### config.mk
export PLATFORM = sky130hd
export DESIGN_NAME = tt_mux_sel_seq
export DESIGN_NICKNAME = d
export VERILOG_FILES = /design/src/rtl/tt_mux_sel_seq.sv
export SDC_FILE = /design/constraint.sdc
export NUM_CORES = 1
export LEC_CHECK = 0
export ABC_AREA = 1
export BUFFER_PORTS_ARGS = -buffer_cell sky130_fd_sc_hd__buf_4
export CAP_MARGIN = 20
export CELL_PAD_IN_SITES_DETAIL_PLACEMENT = 0
export CELL_PAD_IN_SITES_GLOBAL_PLACEMENT = 1
export CORE_MARGIN = 3
export CORE_UTILIZATION = 40
export CTS_BUF_LIST = sky130_fd_sc_hd__clkbuf_4
export DETAILED_ROUTE_END_ITERATION = 16
export HOLD_SLACK_MARGIN = 0.12
export PLACE_DENSITY = 0.82
export SYNTH_ARGS = -nofsm -noshare
export SYNTH_HDL_FRONTEND = slang
export SYNTH_SLANG_ARGS = --single-unit
### constraint.sdc
create_clock -name clk -period 4.6 [get_ports clk]
set_clock_uncertainty 0.2 [all_clocks]
set_input_delay 0.92 -clock clk [delete_from_list [all_inputs] [get_ports clk]]
set_output_delay 0.92 -clock clk [all_outputs]
set_load 0.1 [all_outputs]
### src/rtl/tt_mux_sel_seq.sv
// Mux design-select sequencer: turns a requested tile address into a timed
// select-counter reset / increment pulse train, then enables the selected design.
module tt_mux_sel_seq #(
  parameter int unsigned ADDR_W   = 10,
  parameter int unsigned MAX_ADDR = 384,
  parameter int unsigned PULSE_W  = 2,
  parameter int unsigned GAP_W    = 2
) (
  input  logic              clk,
  input  logic              rst,
  input  logic [ADDR_W-1:0] req_addr,
  input  logic              req_valid,
  output logic              req_ready,
  output logic              done,
  output logic              err,
  output logic [ADDR_W-1:0] cur_addr,
  output logic              cur_valid,
  output logic              ctrl_sel_rst_n,
  output logic              ctrl_sel_inc,
  output logic              ctrl_ena
);

  localparam int unsigned TMR_MAX = (PULSE_W > GAP_W) ? PULSE_W : GAP_W;
  localparam int unsigned TMR_W   = $clog2(TMR_MAX) + 1;
  localparam int unsigned LIM_W   = ADDR_W + 1;

  localparam logic [TMR_W-1:0] PULSE_LD = TMR_W'(PULSE_W - 1);
  localparam logic [TMR_W-1:0] GAP_LD   = TMR_W'(GAP_W - 1);
  localparam logic [LIM_W-1:0] ADDR_LIM = LIM_W'(MAX_ADDR);

  typedef enum logic [2:0] {
    S_IDLE,
    S_DIS,
    S_RST,
    S_RGAP,
    S_INC,
    S_IGAP,
    S_ENA
  } state_t;

  state_t              state_q, state_d;
  logic [TMR_W-1:0]    tmr_q, tmr_d;
  logic [ADDR_W-1:0]   remain_q, remain_d;
  logic [ADDR_W-1:0]   tgt_q, tgt_d;
  logic                full_q, full_d;

  logic                ready_d, done_d, err_d, cur_valid_d;
  logic                rst_n_d, inc_d, ena_d;
  logic [ADDR_W-1:0]   cur_addr_d;
  logic                accept;

  assign accept = req_valid && req_ready;

  // Next state, then registered outputs derived from the next state so that
  // every control wire lines up exactly with the state it belongs to.
  always_comb begin
    state_d     = state_q;
    tmr_d       = tmr_q;
    remain_d    = remain_q;
    tgt_d       = tgt_q;
    full_d      = full_q;
    cur_addr_d  = cur_addr;
    cur_valid_d = cur_valid;
    ena_d       = ctrl_ena;
    done_d      = 1'b0;
    err_d       = 1'b0;

    case (state_q)
      S_IDLE: begin
        if (accept) begin
          if ({1'b0, req_addr} >= ADDR_LIM) begin
            err_d = 1'b1;
          end else if (cur_valid && (req_addr == cur_addr)) begin
            done_d = 1'b1;
          end else begin
            tgt_d   = req_addr;
            state_d = S_DIS;
            // Moving forward only needs the difference; anything else restarts the counter.
            if (cur_valid && (req_addr > cur_addr)) begin
              full_d   = 1'b0;
              remain_d = req_addr - cur_addr;
            end else begin
              full_d   = 1'b1;
              remain_d = req_addr;
            end
          end
        end
      end
      S_DIS: begin
        tmr_d   = PULSE_LD;
        state_d = full_q ? S_RST : S_INC;
      end
      S_RST: begin
        if (tmr_q == '0) begin
          state_d = S_RGAP;
          tmr_d   = GAP_LD;
        end else begin
          tmr_d = tmr_q - TMR_W'(1);
        end
      end
      S_RGAP: begin
        if (tmr_q == '0) begin
          if (remain_q == '0) begin
            state_d = S_ENA;
          end else begin
            state_d = S_INC;
            tmr_d   = PULSE_LD;
          end
        end else begin
          tmr_d = tmr_q - TMR_W'(1);
        end
      end
      S_INC: begin
        if (tmr_q == '0) begin
          state_d = S_IGAP;
          tmr_d   = GAP_LD;
        end else begin
          tmr_d = tmr_q - TMR_W'(1);
        end
      end
      S_IGAP: begin
        if (tmr_q == '0) begin
          remain_d = remain_q - ADDR_W'(1);
          if (remain_q == ADDR_W'(1)) begin
            state_d = S_ENA;
          end else begin
            state_d = S_INC;
            tmr_d   = PULSE_LD;
          end
        end else begin
          tmr_d = tmr_q - TMR_W'(1);
        end
      end
      S_ENA: begin
        state_d = S_IDLE;
      end
      default: begin
        state_d = S_IDLE;
      end
    endcase

    ready_d = (state_d == S_IDLE);
    rst_n_d = (state_d != S_RST);
    inc_d   = (state_d == S_INC);

    case (state_d)
      S_DIS: begin
        ena_d       = 1'b0;
        cur_valid_d = 1'b0;
      end
      S_ENA: begin
        ena_d       = 1'b1;
        cur_addr_d  = tgt_q;
        cur_valid_d = 1'b1;
        done_d      = 1'b1;
      end
      default: begin
      end
    endcase
  end

  // State and output registers; reset holds the select counter in reset.
  always_ff @(posedge clk) begin
    if (rst) begin
      state_q        <= S_IDLE;
      tmr_q          <= '0;
      remain_q       <= '0;
      tgt_q          <= '0;
      full_q         <= 1'b1;
      req_ready      <= 1'b0;
      done           <= 1'b0;
      err            <= 1'b0;
      cur_addr       <= '0;
      cur_valid      <= 1'b0;
      ctrl_sel_rst_n <= 1'b0;
      ctrl_sel_inc   <= 1'b0;
      ctrl_ena       <= 1'b0;
    end else begin
      state_q        <= state_d;
      tmr_q          <= tmr_d;
      remain_q       <= remain_d;
      tgt_q          <= tgt_d;
      full_q         <= full_d;
      req_ready      <= ready_d;
      done           <= done_d;
      err            <= err_d;
      cur_addr       <= cur_addr_d;
      cur_valid      <= cur_valid_d;
      ctrl_sel_rst_n <= rst_n_d;
      ctrl_sel_inc   <= inc_d;
      ctrl_ena       <= ena_d;
    end
  end

endmodule

==> results.txt <==
- Startpoint types: input pin
* First-pass GRT wire length: 11,500 um
- Fill cells: 697
- Core area: between 6000 and 7000 um2
* Post-route worst hold slack: 257 ps
- The slowest stage of the critical path belongs to the cell ha_1.
- Data on the critical path is required at its endpoint by 4670 ps.
- Of the total power, the share spent switching nets is 0.334.
- For this run, the post-layout net count is 494.
- Most frequent cell on the critical path: nand2_1
* Number of core rows: 29
* RSZ-0062 raised after global routing: no
* Biggest area consumer among synthesized cells: dfxtp_1
- Deepest clock path buffer count: 2
* Initial Utilization: 0.427
* Number of global-route vias before repair: 2,548
* Later-pin clock latency in the skew report: around 370 ps
- Fraction of the core area covered by cells at the end of the flow: 0.479
* Total global routing overflow: 0
- Entering global routing, the biggest net connects 34 pins.
- STA classifies the critical path endpoint as a flip-flop.
- Detailed placement HPWL: 5130 um
- Worst endpoint data arrival time: 2870 ps
* Worst Path Class, Setup: input pin to flip-flop
- The final-report max-slew violation count came to 0.
- Number of buffers created by CTS: 5
- Subtracting the final worst setup slack from the clock period gives 2800 ps.
- Residual DRC count: 0
* Flop and latch count out of synthesis: 42
- Across every metal layer, demand over resource in global routing totals 0.170.
* Number of buffer cells added on primary ports: 29
- Net switching power: approximately 290 uW
- Critical-path maximum fanout: 20
* Worst max-slew margin expressed relative to the limit: 0.342
- Setup WS post-layout: 1800 ps
- Largest cells by area after synthesis: dfxtp_1, nand2_1, nor2_1, inv_1, ha_1
- Worst-margin pin slew: 985 ps
- The detailed router placed 2,643 vias in this run.
* Commonest non-fill, non-tap cell in the layout: nand2_1
* Number of I/O pins: 30
* Area delta synth->final: 12.2%
- Number of antenna repair diodes: 0
- CP max stage delay: 350 ps
- FF+latch area: 841 um2
- Cell area after synthesis: ~2800 um2
- # clock sinks: 42
* Post-layout total power: 869 uW
- The floorplan step defined a die boundary enclosing 8060 um2.
- The share of total power dissipated in combinational logic is 0.255.
* Most frequent cells in the layout: nand2_1, nor2_1, inv_1, dfxtp_1
- Power spread over the standard cell area amounts to 276 nW/um2.
* Count of final setup violators: 0
- After detailed routing, the number of vias per cell comes to 4.73.
- Count of TritonRoute iterations in the first routing pass: 4
- After the first detailed-routing iteration, the DRC count stood at 100.
- After clock tree synthesis, the setup repair step added 0 buffers.
* Height of the die: 89.8 um
* Combined area of the multi-input logic cells: roughly 1600 um2
- Register area share after synthesis: 0.300
- Leakage power figure: 1.65 nW
- Together, buffers and inverters on the worst path number 4.
- Internal cell power: 578 uW
- Number of hold buffers added after CTS: 0
- Of the available clock period, the critical path in the final layout requires 0.609.
- Clock share of power: 0.287
- The initial antenna violation count is 0.
* Residual antenna-violating net count after detailed routing: 0
- The floorplan step set the die width to 89.8 um.
- Post-CTS clock slew at the launch and capture registers of the worst setup and hold paths: 120 ps
* Clock tree from TritonCTS: built
- Sequence of cells on the critical path: buf_4 -> ha_1 -> nand2_1 -> nor2_4 -> nand4_2 -> nand2_1 -> buf_4 -> o21ai_2 -> o21ai_0 -> inv_1 -> nand2_1 -> inv_1
- When the netlist entered floorplanning its net count stood at 470.
- Fin Setup TNS: 0 ps
- Worst min-delay path class: flip-flop to flip-flop
- Fraction of post-synthesis cell area in the top cell type by area: 0.300
- Routability-driven placement finished with a final weighted congestion of 0.877.
- F_max: 0.357 GHz
- Relative contribution of sequential cells to total power: 0.458
- Share of cells above drive strength 1: 0.124
* Maximum resistive drop on vdd: 137 uV
* Number of endpoints with negative hold slack in the final report: 0
* Number of warning messages in the yosys log: 0
* Wire length after detailed routing: 6670 um
- Max-cap check violation count: 0
- Average footprint of a synthesized cell: 6.36 um2
- Before CTS, the worst setup slack after placement is 1410 ps.
* Critical path's top delay family: simple AND/OR/NAND/NOR gates
- Post-CTS Resized: 0
- The root buffer cell chosen for the clock tree is clkbuf_4.
* CTS H-tree lvls: 2
* Routed WL per cell: ~12 um
- Number of standard cells after synthesis: 441
- The number of different library cells used by synthesis comes to 34.
- The flow ran to the end, and the final reports show no timing, DRC or antenna violations.
synth_stat cells:
master     number
nand2_1       119
nor2_1         64
inv_1          61
dfxtp_1        42
a21oi_1        30
nand3_1        29
ha_1           15
o21ai_0        12
o21ai_1        11
inv_2           7
nand3b_1        5
xor2_1          5
clkbuf_1        4
nand4_1         4
buf_2           3
buf_6           3
nand3_2         3
nor3_1          3
xnor2_1         3
buf_4           2
nor2_4          2
o21ai_2         2
a21o_1          1
a21oi_2         1
buf_1           1
clkinv_1        1
fa_1            1
nand4_2         1
nand4_4         1
nor2_2          1
nor3_4          1
o2111ai_1       1
o21a_1          1
o31ai_2         1
path summary, 6_finish.rpt:
| path | endpoint | from | slack [ps] | cells after the start |
|---|---|---|---|---|
| setup / recovery | remain_q[2]$_SDFFE_PP0P_ | req_addr[6] | 1800 | 12 |
| hold / removal | tgt_q[0]$_SDFFE_PP0P_ | tgt_q[0]$_SDFFE_PP0P_ | 260 | 2 |
| hold reg to reg | tgt_q[0]$_SDFFE_PP0P_ | tgt_q[0]$_SDFFE_PP0P_ | 260 | 2 |
| setup reg to reg | remain_q[9]$_SDFFE_PP0P_ | state_q[0]$_SDFF_PP0_ | 1980 | 7 |
registers in the layout, indices dropped and copies added, names as in the netlist:
signal	count
req_ready	1
cur_addr	10
tmr_q	2
ctrl_ena	1
ctrl_sel_rst_n	1
full_q	1
err	1
state_q	3
remain_q	10
tgt_q	10
ctrl_sel_inc	1
done	1
power by group through the flow:
stage	clock, mW	combinational, mW	sequential, mW
2_1_floorplan	0	0.146	0.430
3_3_place_gp	0	0.221	0.406
3_5_place_dp	0	0.221	0.406
4_1_cts	0.259	0.222	0.398
5_1_grt	0.276	0.250	0.401
6_report	0.249	0.222	0.398
cells by family after synthesis:
group                      after synthesis  share of synthesized area
adders and majority gates               16                     0.0740
AOI/OAI and AO/OA                       60                      0.117
and+or+nand+nor                        233                      0.363
buffers and inverters                   82                      0.122
xor gates and xnor gates                 8                     0.0250
DFF                                     42                      0.300
area by class of cell:
class | count | area share
Timing Repair Buffer | 30 | 0.0715
Clock inverter | 2 | 0.0119
Tap cell | 93 | 0.0370
Sequential cell | 42 | 0.267
Inverter | 69 | 0.0823
Clock buffer | 6 | 0.0143
Multi-Input combinational cell | 317 | 0.516
worst reg2reg max path: cells and delay by family, from the launching register on:
family                 cells  cell delay, ps
flip-flops                 1             440
buffers and inverters      3             540
AO/OA/AOI/OAI              3             930
AND/OR/NAND/NOR            1             420
metal layers:
layer / vias to the layer above / global-route usage / wire, um
met1: 1157 / 0.225 / 3300
met3: 8 / 0.0342 / 286
met4: 0 / 0.0485 / 94
li1: 1432 / - / -
met2: 46 / 0.281 / 2990
met5: - / 0 / 0
metrics by stage:
| step | instance area (um2) | std cells |
|---|---|---|
| 2_1_floorplan | 2810 | 441 |
| 3_3_place_gp | 3070 | 551 |
| 3_5_place_dp | 3070 | 551 |
| 4_1_cts | 3150 | 559 |
| 5_1_grt | 3150 | 559 |
| 6_report | 3150 | 559 |
No activity file was read; power rests on OpenSTA's default activity.
